[config.mk]
export PLATFORM = sky130hd
export DESIGN_NAME = timing_check_monitor_flat
export DESIGN_NICKNAME = d
export VERILOG_FILES = /design/src/rtl/timing_check_monitor_if.sv /design/src/rtl/timing_check_monitor.sv /design/src/flat_wrapper.sv
export SDC_FILE = /design/constraint.sdc
export NUM_CORES = 1
export LEC_CHECK = 0
export CAP_MARGIN = 20
export CELL_PAD_IN_SITES_DETAIL_PLACEMENT = 1
export CELL_PAD_IN_SITES_GLOBAL_PLACEMENT = 2
export CORE_MARGIN = 1
export CORE_UTILIZATION = 39
export CTS_BUF_LIST = sky130_fd_sc_hd__clkbuf_2 sky130_fd_sc_hd__clkbuf_4 sky130_fd_sc_hd__clkbuf_8
export CTS_CLUSTER_DIAMETER = 120
export DETAILED_ROUTE_END_ITERATION = 6
export GPL_TIMING_DRIVEN = 1
export PLACE_DENSITY = 0.88
export SYNTH_ARGS = -nofsm -noshare
export SYNTH_HDL_FRONTEND = slang
export SYNTH_SLANG_ARGS = --single-unit
[constraint.sdc]
create_clock -name clk -period 3 [get_ports clk]
set_input_delay 0.45 -clock clk [delete_from_list [all_inputs] [get_ports clk]]
set_output_delay 0.45 -clock clk [all_outputs]
set_load 0.05 [all_outputs]
[src/rtl/timing_check_monitor_if.sv]
// rtl/timing_check_monitor_if.sv - stimulus and violation signal bundle for timing_check_monitor
//
// Signals:
//   en_i          check enable
//   clr_i         synchronous clear of counts and sticky flags
//   data_i        checked data signals, one bit per channel
//   ref_i         reference signals, rising edge is the reference event
//   setup_viol_o  one-cycle setup violation pulses
//   hold_viol_o   one-cycle hold violation pulses
//   skew_viol_o   one-cycle ref-to-ref skew violation pulses
//   sticky_o      latched any-violation flags
//   viol_cnt_o    saturating per-channel counts, channel k at [k*CNT_W +: CNT_W]
// master drives the checked signals, slave is the monitor.
interface timing_check_monitor_if #(
    parameter int CHANNELS = 4,
    parameter int CNT_W    = 4
);
    logic                      en_i;
    logic                      clr_i;
    logic [CHANNELS-1:0]       data_i;
    logic [CHANNELS-1:0]       ref_i;
    logic [CHANNELS-1:0]       setup_viol_o;
    logic [CHANNELS-1:0]       hold_viol_o;
    logic [CHANNELS-1:0]       skew_viol_o;
    logic [CHANNELS-1:0]       sticky_o;
    logic [CHANNELS*CNT_W-1:0] viol_cnt_o;

    modport master (
        output en_i, clr_i, data_i, ref_i,
        input  setup_viol_o, hold_viol_o, skew_viol_o, sticky_o, viol_cnt_o
    );

    modport slave (
        input  en_i, clr_i, data_i, ref_i,
        output setup_viol_o, hold_viol_o, skew_viol_o, sticky_o, viol_cnt_o
    );
endinterface

[src/rtl/timing_check_monitor.sv]
// rtl/timing_check_monitor.sv - per-channel setup/hold timing check monitor with optional ref skew check
//
// Optional feature: define TIMING_CHECK_MONITOR_SKEW_EN to build the ch0-relative
// ref-to-ref skew checker; otherwise skew_viol_o is tied to zero.
//
// Ports:
//   clk    single clock, rising edge
//   rst_n  asynchronous active-low reset
//   bus    timing_check_monitor_if.slave: en_i, clr_i, data_i, ref_i in;
//          setup_viol_o, hold_viol_o, skew_viol_o, sticky_o, viol_cnt_o out
module timing_check_monitor #(
    parameter int CHANNELS  = 4,
    parameter int SETUP_CYC = 3,
    parameter int HOLD_CYC  = 2,
    parameter int SKEW_CYC  = 4,
    parameter int DATA_EDGE = 0,
    parameter int CNT_W     = 4
) (
    input  logic                  clk,
    input  logic                  rst_n,
    timing_check_monitor_if.slave bus
);
    localparam int AGE_W  = $clog2(SETUP_CYC + 1);
    localparam int HCNT_W = $clog2(HOLD_CYC + 1);

    localparam logic [AGE_W-1:0]  AGE_SAT  = AGE_W'(SETUP_CYC);
    localparam logic [AGE_W-1:0]  AGE_LIM  = AGE_W'(SETUP_CYC - 1);
    localparam logic [HCNT_W-1:0] HOLD_END = HCNT_W'(HOLD_CYC);
    localparam logic [CNT_W-1:0]  CNT_MAX  = {CNT_W{1'b1}};

    // An out-of-range configuration leaves the monitor inert rather than
    // checking against silently truncated windows.
    localparam bit PARAMS_OK = (CHANNELS >= 1) && (CHANNELS <= 16)
                            && (SETUP_CYC >= 1) && (SETUP_CYC <= 255)
                            && (HOLD_CYC >= 1) && (HOLD_CYC <= 255)
                            && (SKEW_CYC >= 1) && (SKEW_CYC <= 255)
                            && (DATA_EDGE >= 0) && (DATA_EDGE <= 2)
                            && (CNT_W >= 1);

    typedef enum logic {
        IDLE     = 1'b0,
        HOLD_WIN = 1'b1
    } state_t;

    logic                      armed_q;
    logic [CHANNELS-1:0]       data_prev_q;
    logic [CHANNELS-1:0]       ref_prev_q;
    logic [AGE_W-1:0]          age_q    [CHANNELS];
    logic [AGE_W-1:0]          age_d    [CHANNELS];
    state_t                    state_q  [CHANNELS];
    state_t                    state_d  [CHANNELS];
    logic [HCNT_W-1:0]         hcnt_q   [CHANNELS];
    logic [HCNT_W-1:0]         hcnt_d   [CHANNELS];
    logic [CNT_W-1:0]          cnt_q    [CHANNELS];
    logic [CNT_W-1:0]          cnt_d    [CHANNELS];
    logic [1:0]                inc      [CHANNELS];
    logic [CNT_W+1:0]          sum      [CHANNELS];
    logic [CHANNELS-1:0]       sticky_q;
    logic [CHANNELS-1:0]       sticky_d;
    logic [CHANNELS-1:0]       setup_q;
    logic [CHANNELS-1:0]       hold_q;
    logic                      det_en;
    logic [CHANNELS-1:0]       data_sel;
    logic [CHANNELS-1:0]       data_edge;
    logic [CHANNELS-1:0]       ref_edge;
    logic [CHANNELS-1:0]       in_win;
    logic [CHANNELS-1:0]       setup_det;
    logic [CHANNELS-1:0]       hold_det;
    logic [CHANNELS-1:0]       skew_det;
    logic [CHANNELS*CNT_W-1:0] cnt_flat;

    // Edge detection against the previous sample. armed_q is low for the
    // first cycle after reset so levels present at release are not edges.
    always_comb begin
        if (DATA_EDGE == 1) begin
            data_sel = bus.data_i & ~data_prev_q;
        end else if (DATA_EDGE == 2) begin
            data_sel = ~bus.data_i & data_prev_q;
        end else begin
            data_sel = bus.data_i ^ data_prev_q;
        end
        det_en    = armed_q & bus.en_i & PARAMS_OK;
        data_edge = det_en ? data_sel : '0;
        ref_edge  = det_en ? (bus.ref_i & ~ref_prev_q) : '0;
    end

    // Hold-window FSM: state register.
    always_ff @(posedge clk or negedge rst_n) begin
        if (!rst_n) begin
            for (int k = 0; k < CHANNELS; k++) begin
                state_q[k] <= IDLE;
                hcnt_q[k]  <= '0;
            end
        end else begin
            for (int k = 0; k < CHANNELS; k++) begin
                state_q[k] <= state_d[k];
                hcnt_q[k]  <= hcnt_d[k];
            end
        end
    end

    // Hold-window FSM: next state. hcnt counts cycles since the ref edge, so
    // HOLD_WIN spans ref+1 .. ref+HOLD_CYC.
    always_comb begin
        for (int k = 0; k < CHANNELS; k++) begin
            state_d[k] = state_q[k];
            hcnt_d[k]  = hcnt_q[k];
            if (!bus.en_i) begin
                state_d[k] = IDLE;
                hcnt_d[k]  = '0;
            end else if (ref_edge[k]) begin
                state_d[k] = HOLD_WIN;
                hcnt_d[k]  = HCNT_W'(1);
            end else if (state_q[k] == HOLD_WIN) begin
                if (hcnt_q[k] == HOLD_END) begin
                    state_d[k] = IDLE;
                    hcnt_d[k]  = '0;
                end else begin
                    hcnt_d[k] = hcnt_q[k] + HCNT_W'(1);
                end
            end
        end
    end

    // Hold-window FSM: outputs. age_q reads (cycles since data edge - 1), so
    // age_q < SETUP_CYC-1 means the data edge is within the setup window.
    // A data edge coinciding with a ref edge is a setup violation only.
    always_comb begin
        for (int k = 0; k < CHANNELS; k++) begin
            in_win[k]    = (state_q[k] == HOLD_WIN);
            setup_det[k] = ref_edge[k] & (data_edge[k] | (age_q[k] < AGE_LIM));
            hold_det[k]  = data_edge[k] & in_win[k] & ~ref_edge[k];
        end
    end

    always_comb begin
        for (int k = 0; k < CHANNELS; k++) begin
            if (!bus.en_i) begin
                age_d[k] = AGE_SAT;
            end else if (data_edge[k]) begin
                age_d[k] = '0;
            end else if (age_q[k] < AGE_SAT) begin
                age_d[k] = age_q[k] + AGE_W'(1);
            end else begin
                age_d[k] = age_q[k];
            end
        end
    end

    // Counts add every violation of the cycle at once; clear loads the
    // increment so a violation coinciding with clr_i is not lost.
    always_comb begin
        for (int k = 0; k < CHANNELS; k++) begin
            inc[k]      = {1'b0, setup_det[k]} + {1'b0, hold_det[k]} + {1'b0, skew_det[k]};
            sum[k]      = (bus.clr_i ? '0 : {2'b00, cnt_q[k]}) + {{CNT_W{1'b0}}, inc[k]};
            cnt_d[k]    = (|sum[k][CNT_W+1:CNT_W]) ? CNT_MAX : sum[k][CNT_W-1:0];
            sticky_d[k] = (bus.clr_i ? 1'b0 : sticky_q[k]) | (|inc[k]);
        end
    end

    always_ff @(posedge clk or negedge rst_n) begin
        if (!rst_n) begin
            armed_q     <= 1'b0;
            data_prev_q <= '0;
            ref_prev_q  <= '0;
            sticky_q    <= '0;
            setup_q     <= '0;
            hold_q      <= '0;
            for (int k = 0; k < CHANNELS; k++) begin
                age_q[k] <= AGE_SAT;
                cnt_q[k] <= '0;
            end
        end else begin
            armed_q     <= 1'b1;
            data_prev_q <= bus.data_i;
            ref_prev_q  <= bus.ref_i;
            sticky_q    <= sticky_d;
            setup_q     <= setup_det;
            hold_q      <= hold_det;
            for (int k = 0; k < CHANNELS; k++) begin
                age_q[k] <= age_d[k];
                cnt_q[k] <= cnt_d[k];
            end
        end
    end

`ifdef TIMING_CHECK_MONITOR_SKEW_EN
    localparam int SKW_W = $clog2(SKEW_CYC + 1);
    localparam logic [SKW_W-1:0] SKW_END = SKW_W'(SKEW_CYC);

    logic                skw_open_q;
    logic                skw_open_d;
    logic [SKW_W-1:0]    skw_cnt_q;
    logic [SKW_W-1:0]    skw_cnt_d;
    logic [CHANNELS-1:0] skw_seen_q;
    logic [CHANNELS-1:0] skw_seen_d;
    logic [CHANNELS-1:0] skw_seen_all;
    logic [CHANNELS-1:0] skew_q;

    // A ch0 ref edge opens a window t0..t0+SKEW_CYC; skw_cnt_q holds the
    // offset from t0. Edges in the final cycle still count. A fresh ch0
    // edge restarts the window and discards the one in progress.
    always_comb begin
        skw_open_d   = skw_open_q;
        skw_cnt_d    = skw_cnt_q;
        skw_seen_d   = skw_seen_q;
        skw_seen_all = skw_seen_q | ref_edge;
        skew_det     = '0;
        if (!bus.en_i) begin
            skw_open_d = 1'b0;
            skw_cnt_d  = '0;
            skw_seen_d = '0;
        end else if (ref_edge[0]) begin
            skw_open_d = 1'b1;
            skw_cnt_d  = SKW_W'(1);
            skw_seen_d = ref_edge;
        end else if (skw_open_q) begin
            if (skw_cnt_q == SKW_END) begin
                skew_det    = ~skw_seen_all;
                skew_det[0] = 1'b0;
                skw_open_d  = 1'b0;
                skw_cnt_d   = '0;
                skw_seen_d  = '0;
            end else begin
                skw_cnt_d  = skw_cnt_q + SKW_W'(1);
                skw_seen_d = skw_seen_all;
            end
        end
    end

    always_ff @(posedge clk or negedge rst_n) begin
        if (!rst_n) begin
            skw_open_q <= 1'b0;
            skw_cnt_q  <= '0;
            skw_seen_q <= '0;
            skew_q     <= '0;
        end else begin
            skw_open_q <= skw_open_d;
            skw_cnt_q  <= skw_cnt_d;
            skw_seen_q <= skw_seen_d;
            skew_q     <= skew_det;
        end
    end

    assign bus.skew_viol_o = skew_q;
`else
    assign skew_det        = '0;
    assign bus.skew_viol_o = '0;
`endif

    always_comb begin
        cnt_flat = '0;
        for (int k = 0; k < CHANNELS; k++) begin
            cnt_flat[k*CNT_W +: CNT_W] = cnt_q[k];
        end
    end

    assign bus.setup_viol_o = setup_q;
    assign bus.hold_viol_o  = hold_q;
    assign bus.sticky_o     = sticky_q;
    assign bus.viol_cnt_o   = cnt_flat;
endmodule

[src/flat_wrapper.sv]
// flat-port wrapper written by rule: the top's interface ports become plain ports
module timing_check_monitor_flat 
#(
    parameter int CHANNELS  = 4,
    parameter int SETUP_CYC = 3,
    parameter int HOLD_CYC  = 2,
    parameter int SKEW_CYC  = 4,
    parameter int DATA_EDGE = 0,
    parameter int CNT_W     = 4
)
  (clk, rst_n, bus_en_i, bus_clr_i, bus_data_i, bus_ref_i, bus_setup_viol_o, bus_hold_viol_o, bus_skew_viol_o, bus_sticky_o, bus_viol_cnt_o);
  timing_check_monitor_if #(.CHANNELS(CHANNELS), .CNT_W(CNT_W)) bus_i ();
  input  logic clk;
  input  logic rst_n;
  input wire logic [$bits(bus_i.en_i)-1:0] bus_en_i;
  input wire logic [$bits(bus_i.clr_i)-1:0] bus_clr_i;
  input wire logic [$bits(bus_i.data_i)-1:0] bus_data_i;
  input wire logic [$bits(bus_i.ref_i)-1:0] bus_ref_i;
  output wire logic [$bits(bus_i.setup_viol_o)-1:0] bus_setup_viol_o;
  output wire logic [$bits(bus_i.hold_viol_o)-1:0] bus_hold_viol_o;
  output wire logic [$bits(bus_i.skew_viol_o)-1:0] bus_skew_viol_o;
  output wire logic [$bits(bus_i.sticky_o)-1:0] bus_sticky_o;
  output wire logic [$bits(bus_i.viol_cnt_o)-1:0] bus_viol_cnt_o;
  assign bus_i.en_i = bus_en_i;
  assign bus_i.clr_i = bus_clr_i;
  assign bus_i.data_i = bus_data_i;
  assign bus_i.ref_i = bus_ref_i;
  assign bus_setup_viol_o = bus_i.setup_viol_o;
  assign bus_hold_viol_o = bus_i.hold_viol_o;
  assign bus_skew_viol_o = bus_i.skew_viol_o;
  assign bus_sticky_o = bus_i.sticky_o;
  assign bus_viol_cnt_o = bus_i.viol_cnt_o;
  timing_check_monitor #(.CHANNELS(CHANNELS), .SETUP_CYC(SETUP_CYC), .HOLD_CYC(HOLD_CYC), .SKEW_CYC(SKEW_CYC), .DATA_EDGE(DATA_EDGE), .CNT_W(CNT_W)) u_core (.clk(clk), .rst_n(rst_n), .bus(bus_i));
endmodule
==> out/metrics.cfg <==
[setup_path]
worst-path-max-fanout=7
end_kind=register
arrival_ns=2.88
slowest_delay_ns=0.57
crit_chain=clkdlybuf4s50_1, buf_4, nand4b_1, a21o_1, ha_1, ha_1, ha_1, a21oi_1, or3b_1, o21ai_0
critical_path_class=input pin to register
cp.required_ns=3.25
cp_common_cell=ha_1
startpoint_type=input pin
crit_slowest_cell=clkdlybuf4s50_1

[clocking]
cts.sink_count=57
cts_buffer_depth=2
cts_tree=done
clock_latency_ns=0.34
htree_levels=3
postCtsResizedCells=0
postCtsHoldBufs=0
cts_root_buffer=clkbuf_8
clk_pin_slew_ns=0.06
cts_buffers=9
postCtsSetupBuffers=0

[run]
maxCapViolCount=0

[final_layout]
final_cell_count_no_fill=396
final_common_cell=dfrtp_1
final_cell_mix=dfrtp_1, clkdlybuf4s50_1, o21ai_0
drive_above_1_share_pct=13.0
synthToLayoutAreaGrowth_pct=28.3
fin_nets=327
utilization_pct=51.5
diodes=0

[sta]
final.setup.worst_slack_ns=0.369
finalSetupViolCount=0
rsz0062_at_grt=false
fmax_mhz=380
hold_violations=0
fin_skew_ns=0.0105
finalSetupTns_ns=0
maxSlewHeadroom_pct=53.4
worst_slew_pin_slew_ns=0.699
min_period_ns=2.63
fin_crit_sh_pct=87.7
slew_violations=0

[placed_design]
dp_hpwl_um=4240
gp_congestion=0.788
pre_cts_ws_ns=0.0112
portBuffers=39
place_inst=380

[floorplanning]
io_pins=44
initial_utilization_pct=40.2
std_cell_rows=30
dieArea_um2=7340
dieWidth_um=85.7
core_area_um2=6790
die_y_um=85.7

[detailed_routing]
viasPerCell=5.03
wirelength_um=5860
first_iter_violations=60
first_pass_iters=4
vias=1990
ant_nets=0
remaining_drc_errors=0
wl_per_cell_um=14.8

[power]
p_leak_uw=0.00164
clkPwrFrac_pct=38.9
seqPwrFrac_pct=44.2
net-switching-power_uw=578
ir_drop_mv=0.473
powerDensity_nw_per_um2=605
p_comb_share_pct=16.9
p_int_uw=1540
sw_frac_of_total_pct=27.3
p_total_uw=2120

[global_routing]
gr-total-overflow=0
grt_max_degree=33
groute.usage.overall_pct=18.4
grt_pass1_vias=2137
grt_first_pass_wirelength_um=10200
grt_antenna_before_repair=0

[synth]
synth_cells=241
ys_types=35
ys_seq_area_share_pct=52.6
syn_area_um2=2730
synth-seq-cells=57
yosysWarnings=0
syn_area_per_cell_um2=11.3

[status]
status=complete, no violations

[min_path]
hold_class=input pin to asynchronous set/reset pin

==> cells by family (layout without fill, tap and decap cells) <==
group | count (synthesis) | after routing | synth area share, %
and+or+nand+nor | 68 | 68 | 16.2
DFF | 57 | 57 | 52.6
AOI/OAI and AO/OA | 55 | 55 | 12.0
buffers and inverters | 22 | 78 | 4.03
adders and majority gates | 20 | 20 | 9.17
xor gates and xnor gates | 11 | 11 | 3.53
muxes | 6 | 6 | 2.20
other | 2 | 5 | 0.275
==> state kept, by name, indices dropped and copies added, names as in the netlist <==
register                 flops
u_core.armed_q               1
u_core.data_prev_q           4
u_core.bus.setup_viol_o      4
u_core.bus.hold_viol_o       4
u_core.ref_prev_q            4
u_core.hcnt_q                8
u_core.bus.viol_cnt_o       16
u_core.bus.sticky_o          4
u_core.in_win                4
u_core.age_q                 8
==> power groups by stage <==
stage          clock network, uW  registers (uW)  logic, uW
2_1_floorplan                  0             973        209
3_5_place_dp                   0             950        359
3_3_place_gp                   0             943        340
4_1_cts                      843             938        366
6_report                     825             937        359
5_1_grt                      878             948        405
==> final cells by class <==
class	instances	area, um2
fill	738	3290
sequential	57	1440
multi-input combinational	165	1190
timing repair buffer	49	473
clock buffer	11	151
tap	96	120
clock inverter	5	77.6
inverter	13	48.8
==> cell usage after synthesis <==
| library cell | count | area [um2] |
|---|---|---|
| a21oi_1 | 15 | 75.1 |
| nor2_1 | 7 | 26.3 |
| o211ai_1 | 6 | 45.0 |
| nand2b_4 | 2 | 27.5 |
| a2111oi_0 | 1 | 8.76 |
| nor3b_1 | 3 | 22.5 |
| and3_1 | 8 | 50.1 |
| a2bb2oi_1 | 1 | 8.76 |
| buf_4 | 5 | 37.5 |
| nand2_1 | 6 | 22.5 |
| or3b_4 | 1 | 11.3 |
| clkbuf_1 | 2 | 7.51 |
| mux2i_1 | 6 | 60.1 |
| nor2b_1 | 12 | 75.1 |
| nand4b_4 | 1 | 23.8 |
| xnor2_1 | 1 | 8.76 |
| inv_1 | 13 | 48.8 |
| o32a_1 | 3 | 30.0 |
| a21o_1 | 6 | 45.0 |
| nor3_1 | 1 | 5.00 |
| nand3_1 | 7 | 35.0 |
| ha_1 | 20 | 250 |
| nand2b_1 | 7 | 43.8 |
| dfrtp_1 | 49 | 1230 |
| or3b_1 | 2 | 17.5 |
| nand3b_1 | 4 | 30.0 |
| xor2_1 | 10 | 87.6 |
| dfstp_2 | 8 | 210 |
| conb_1 | 2 | 7.51 |
| o21ai_0 | 23 | 115 |
| nor4_1 | 1 | 6.26 |
| and2_1 | 3 | 18.8 |
| buf_6 | 1 | 11.3 |
| nand4b_1 | 3 | 26.3 |
| buf_2 | 1 | 5.00 |
==> final timing paths <==
path                       depth (start not counted)  slack [ns]              startpoint                        end
max                                               10        0.37                bus_en_i  u_core.bus.viol_cnt_o[15]
min                                                1        0.16                   rst_n           u_core.hcnt_q[5]
max reg2reg                                        9        0.45          u_core.armed_q   u_core.bus.viol_cnt_o[2]
min reg2reg                                        2        0.53  u_core.bus.sticky_o[3]     u_core.bus.sticky_o[3]
max in group asynchronous                          2        2.10                   rst_n            u_core.age_q[7]
min in group clk                                   2        0.53  u_core.bus.sticky_o[3]     u_core.bus.sticky_o[3]
==> metrics by stage <==
stage          hold WS [ns]  instance area (um2)
4_1_cts               0.169                 3500
3_3_place_gp          0.509                 3270
3_5_place_dp          0.527                 3270
2_1_floorplan         0.154                 2740
6_report              0.158                 3500
5_1_grt               0.201                 3500
==> per-layer routing <==
metal	vias to the layer above	track usage [%]	share of wire [%]	routed length (um)
met5	-	0	0	0
met1	1003	21.0	42	2460
met2	38	33.2	53	3100
met3	8	6.26	3.9	230
li1	941	-	-	-
met4	0	4.55	1.1	63
==> worst max-delay path, delay by kind of cell <==
kind | cells | cell delay, ns
buffers and inverters | 2 | 0.75
AND/OR/NAND/NOR | 2 | 0.68
adder cells (fa/ha/maj) | 3 | 0.61
AO/OA/AOI/OAI | 3 | 0.39
Note: power is estimated with default switching activity, not from simulation.
==> RTL change 1 (config.mk and constraints unchanged) <==
`CHANNELS` is set to 4 in 3 places; all go to 8.
--- a/src/rtl/timing_check_monitor_if.sv
+++ b/src/rtl/timing_check_monitor_if.sv
@@ -12,7 +12,7 @@
 //   viol_cnt_o    saturating per-channel counts, channel k at [k*CNT_W +: CNT_W]
 // master drives the checked signals, slave is the monitor.
 interface timing_check_monitor_if #(
-    parameter int CHANNELS = 4,
+    parameter int CHANNELS = 8,
     parameter int CNT_W    = 4
 );
     logic                      en_i;
--- a/src/rtl/timing_check_monitor.sv
+++ b/src/rtl/timing_check_monitor.sv
@@ -9,7 +9,7 @@
 //   bus    timing_check_monitor_if.slave: en_i, clr_i, data_i, ref_i in;
 //          setup_viol_o, hold_viol_o, skew_viol_o, sticky_o, viol_cnt_o out
 module timing_check_monitor #(
-    parameter int CHANNELS  = 4,
+    parameter int CHANNELS  = 8,
     parameter int SETUP_CYC = 3,
     parameter int HOLD_CYC  = 2,
     parameter int SKEW_CYC  = 4,
--- a/src/flat_wrapper.sv
+++ b/src/flat_wrapper.sv
@@ -1,7 +1,7 @@
 // flat-port wrapper written by rule: the top's interface ports become plain ports
 module timing_check_monitor_flat 
 #(
-    parameter int CHANNELS  = 4,
+    parameter int CHANNELS  = 8,
     parameter int SETUP_CYC = 3,
     parameter int HOLD_CYC  = 2,
     parameter int SKEW_CYC  = 4,
Ports: changed (7 resized); port bits go from 44 to 84. The function was not compared with the original's and may differ.
==> RTL change 1 against the unedited design <==
  * Wire length increased by 110%
  * Sequential cell count increased by 56
  * Critical path depth increased by 1
  * Area after synthesis increased by 98%
  * Highest routed layer unchanged
  * Final area increased by 94%
  * Hold slack improved by 0.34 ns
  * Cell count increased by 91%
  * Largest power group unchanged
  * Power increased by 88%
  * Clock skew decreased by 0.0032 ns
  * Setup slack improved by 0.014 ns
==> RTL change 1: results (changes against the unedited design) <==
Finish
  – Largest register FFs: 32 (+16)
  – Fin cells: 758 (+91%)
  – Fillers: 1465 (+99%)
  – Fraction of layout cells with a size suffix above 1: 0.110 (-0.0200)
  – Nets: 630 (+93%)
  – Post-route cell area: 6780 um2 (+94%)

Global routing
  – Global-route wire length before repair: 21.4 mm (+110%)
  – Largest net degree at the start of global routing: 43 (+30%)
  – Vias in the first global route: 4404 (+110%)
  – Gr usage total: 0.194 (+0.00987)

Power and ir drop
  – Leakage: 0.00318 uW (+95%)
  – Sw frac: 0.275 (+0.00241)

Drt
  – M1 WL: 5.22 mm (+110%)
  – 1st-iter DRT viols: 100 (+67%)
  – Met3 wire length: 500 um (+120%)
  – Wire length on met2: 6.46 mm (+110%)

Yosys
  – Synth unique cells: 30 (-14%)
  – Synth area leaders: dfrtp_1 45%, ha_1 9.3%, dfstp_2 7.8%, o21ai_0 4.5%, xor2_1 3.9%
  – Number of cells produced by synthesis: 476 (+98%)
  – Synth cell count leaders: 97 x dfrtp_1, 49 x o21ai_0, 40 x ha_1
  – Register area share after synthesis: 0.526 (about the same)

Critical path
  – Reg2Reg Setup Slack: 0.53 ns (+0.08 ns)
  – Critical Path AT: 2.98 ns (+0.10 ns)
  – Critical-path maximum fanout: 24 (+17)

Placement
  – IO Port Bufs: 75 (+92%)
  – GP Congestion: 0.740 (-6.1%)
  – DP HPWL: 8.92 mm (+110%)
  – Placed Instances: 726 (+91%)
  – Post-place instance area: 6360 um2 (+94%)
  – Dpl ws: -0.0890 ns (-0.100 ns)

STA
  – Clock skew: 0.00738 ns (-0.00316 ns)
  – Max Clock Freq: 0.382 GHz (+0.53%)

Status
  – Status: finished clean

Clocking
  – H-tree Lvls: 4 (+1)
  – Clk_lat worst skew: 0.44 ns (+0.10 ns)

Worst hold path
  – HP Class: in2reg
RTL change 1: changes by cell type after synthesis, sizes merged, moves of 8 or more:
cell | unedited run | this run
and2 | 3 | 17
nand2b | 9 | 24
a21oi | 15 | 30
and3 | 8 | 16
o21ai | 23 | 50
nand3b | 4 | 16
nand2 | 6 | 14
dfrtp | 49 | 97
o211ai | 6 | 14
ha | 20 | 40
inv | 13 | 21
dfstp | 8 | 16
xor2 | 10 | 24
RTL change 1: worst paths after layout:
| check | endpoint | start |
|---|---|---|
| max | u_core.bus.viol_cnt_o[19]$_DFF_PN0_ | bus_en_i |
| min | u_core.data_prev_q[2]$_DFF_PN0_ | bus_data_i[2] |
| max reg2reg | u_core.bus.viol_cnt_o[19]$_DFF_PN0_ | u_core.armed_q$_DFF_PN0_ |
| min reg2reg | u_core.bus.sticky_o[2]$_DFF_PN0_ | u_core.bus.sticky_o[2]$_DFF_PN0_ |
| max in group asynchronous | u_core.age_q[11]$_DFFE_PN1P_ | rst_n |
| min in group asynchronous | u_core.in_win[5]$_DFF_PN0_ | rst_n |
RTL change 1: power by group through the flow:
stage / clock [uW] / sequential [uW] / combinational [uW]
floorplan: 0 / 1920 / 400
global placement: 0 / 1860 / 640
detailed placement: 0 / 1870 / 686
CTS: 1510 / 1840 / 693
global route: 1580 / 1870 / 758
finish: 1470 / 1840 / 677
RTL change 1: metal layers:
layer / vias up / global-route usage
li1: 1829 / -
met1: 1936 / 0.221
met2: 80 / 0.342
met3: 19 / 0.0594
met4: 0 / 0.0703
met5: - / 0
RTL change 1: stage by stage:
step	hold slack (ns)	power, uW
floorplan	0.154	2320
global placement	0.481	2490
detailed placement	0.482	2550
CTS	0.469	4050
global route	0.470	4200
finish	0.498	3990
RTL change 1: worst max-delay path: stages:
cell and delay [ns]:
clkdlybuf4s50_1 0.47, and2_1 0.17, buf_12 0.19, nand3b_1 0.14, a21o_1 0.18, ha_1 0.32, ha_1 0.18, ha_1 0.18
a21oi_1 0.07, or3b_2 0.51, o21ai_0 0.10
RTL change 1: kinds of logic after synthesis:
family,Yosys count,synth area share
multiplexers,12,0.0222
XOR/XNOR,24,0.0389
other,2,0.00139
AO/OA/AOI/OAI,110,0.119
AND/OR/NAND/NOR,135,0.160
buffers and inverters,40,0.0395
adder cells (fa/ha/maj),40,0.0925
flip-flops,113,0.526
RTL change 1: timing repair:
item,in CTS,in global routing
resized for setup,0,0
hold buffers,1,0
hold endpoints to repair,22,0
endpoints found under the setup margin,0,0
RTL change 1: layout make-up:
| cell class | instances | share of cell area |
|---|---|---|
| tap | 176 | 0.0325 |
| clock buffer | 26 | 0.0491 |
| inverter | 21 | 0.0116 |
| multi-input combinational | 330 | 0.350 |
| sequential | 113 | 0.420 |
| clock inverter | 5 | 0.0111 |
| timing repair buffer | 87 | 0.126 |
==> RTL change 2 (same flow settings) <==
Made on the original files. `data_prev_q` and `hold_q` no longer have a reset.
--- a/src/rtl/timing_check_monitor.sv
+++ b/src/rtl/timing_check_monitor.sv
@@ -161,27 +161,28 @@
     always_ff @(posedge clk or negedge rst_n) begin
         if (!rst_n) begin
             armed_q     <= 1'b0;
-            data_prev_q <= '0;
             ref_prev_q  <= '0;
             sticky_q    <= '0;
             setup_q     <= '0;
-            hold_q      <= '0;
             for (int k = 0; k < CHANNELS; k++) begin
                 age_q[k] <= AGE_SAT;
                 cnt_q[k] <= '0;
             end
         end else begin
             armed_q     <= 1'b1;
-            data_prev_q <= bus.data_i;
             ref_prev_q  <= bus.ref_i;
             sticky_q    <= sticky_d;
             setup_q     <= setup_det;
-            hold_q      <= hold_det;
             for (int k = 0; k < CHANNELS; k++) begin
                 age_q[k] <= age_d[k];
                 cnt_q[k] <= cnt_d[k];
             end
         end
+    end
+
+    always_ff @(posedge clk) begin
+        data_prev_q <= bus.data_i;
+        hold_q      <= hold_det;
     end
 
 `ifdef TIMING_CHECK_MONITOR_SKEW_EN
Behaviour: differs if rst_n is asserted again (counterexample within 4 cycles, from zero or initial values and one cycle with rst_n low); with rst_n held inactive, the same outputs for 10 cycles.
==> RTL change 2 against the unedited design <==
  * Register-to-register slack worse by 0.05 ns
  * Critical path depth did not move
  * Power down 7.7%
  * Final area down 3.8%
  * Wire length fell by 2.9%
  * Setup slack improved by 0.0037 ns
  * Area after synthesis decreased by 1.5%
  * Sequential cell count is the same
  * Sequential share of layout area is 0.44 points higher
  * Largest cell class unchanged
==> RTL change 2: results (changes against the unedited design) <==
Global routing
  – Global-route wire length before repair: 10.0 mm (-1.8%)
  – Vias in the first global route: 2069 (-3.2%)
  – GR Util met1: 0.223 (+0.0137)
  – Largest net degree at the start of global routing: 29 (-12%)
  – Met3 Use GR: 0.0379 (-0.0246)
  – Gr usage total: 0.182 (-0.00237)

Drt
  – M1 WL: 2.48 mm (+0.61%)
  – Wire length on met2: 2.93 mm (-5.7%)
  – Met3 wire length: 158 um (-31%)
  – 1st-iter DRT viols: 67 (+12%)
  – WL final: 5.69 mm (-2.9%)
  – Via count: 1941 (-2.5%)

Yosys
  – Synth area leaders: dfrtp_1 38%, ha_1 9.3%, dfstp_2 7.8%, dfxtp_1 6.0%, o21ai_0 4.3%
  – Register area share after synthesis: 0.519 (-0.00705)
  – Syn Area/Cell: 11.2 um2 (-1.5%)
  – Synth cell count leaders: 41 x dfrtp_1, 23 x o21ai_0, 20 x ha_1

STA
  – Worst-margin pin slew: 0.613 ns (-0.0868 ns)
  – Clock skew: 0.00948 ns (-0.00107 ns)

Critical path
  – Critical Path AT: 2.83 ns (-0.05 ns)
  – Slowest stage delay, CP: 0.60 ns (+0.03 ns)
  – Critical-path maximum fanout: 20 (+13)

Finish
  – Fillers: 693 (-6.1%)
  – Nets: 323 (-1.2%)
  – Fraction of layout cells with a size suffix above 1: 0.118 (-0.0118)

Power and ir drop
  – Leakage: 0.00157 uW (-4.2%)
  – VDD IR-drop max: 0.296 mV (-37%)

Status
  – Status: finished clean

Placement
  – Placed Instances: 357 (-6.1%)
  – Dpl ws: 0.00412 ns (-0.00708 ns)
  – GP Congestion: 0.776 (-1.6%)
  – DP HPWL: 4.16 mm (-1.8%)
[RTL change 2: cell types whose count changed after synthesis, sizes merged]
cell,change
dfrtp,-8
dfxtp,+8
[RTL change 2: area by class of cell]
class / count / area, um2 / share of cell area
clock buffers: 16 / 189 / 0.0561
flip-flops and latches: 57 / 1400 / 0.415
well taps: 77 / 96.3 / 0.0286
repair buffers: 45 / 443 / 0.132
inverters: 13 / 48.8 / 0.0145
multi-input cells: 165 / 1190 / 0.355
[RTL change 2: cells by family (layout without fill, tap and decap cells)]
group,count (synthesis),in the layout,synth area share
simple gates,68,68,0.164
flops,57,57,0.519
compound gates,55,55,0.122
buf+inv,22,74,0.0409
fa+ha+maj,20,20,0.0930
xor+xnor,11,11,0.0358
mux,6,6,0.0223
other cells,2,5,0.00279
[RTL change 2: worst paths after layout]
| check | from | to | slack, ns |
|---|---|---|---|
| max | bus_en_i | u_core.bus.viol_cnt_o[2]$_DFF_PN0_ | 0.37 |
| min | rst_n | u_core.bus.setup_viol_o[1]$_DFF_PN0_ | 0.12 |
| max reg2reg | u_core.armed_q$_DFF_PN0_ | u_core.bus.viol_cnt_o[2]$_DFF_PN0_ | 0.40 |
| min reg2reg | u_core.bus.sticky_o[3]$_DFF_PN0_ | u_core.bus.sticky_o[3]$_DFF_PN0_ | 0.53 |
| max in group asynchronous | rst_n | u_core.age_q[7]$_DFFE_PN1P_ | 2.20 |
| min in group clk | u_core.bus.sticky_o[3]$_DFF_PN0_ | u_core.bus.sticky_o[3]$_DFF_PN0_ | 0.53 |
[RTL change 2: through the flow]
step	power, uW	instance area, um2
floorplan	1180	2700
global placement	1280	3180
detailed placement	1300	3180
CTS	1990	3370
global route	2070	3370
finish	1960	3370
[RTL change 2: power by group]
part	internal, uW	total (uW)	switching [uW]
logic	154	348	194
registers	871	931	59.7
clock network	392	677	285
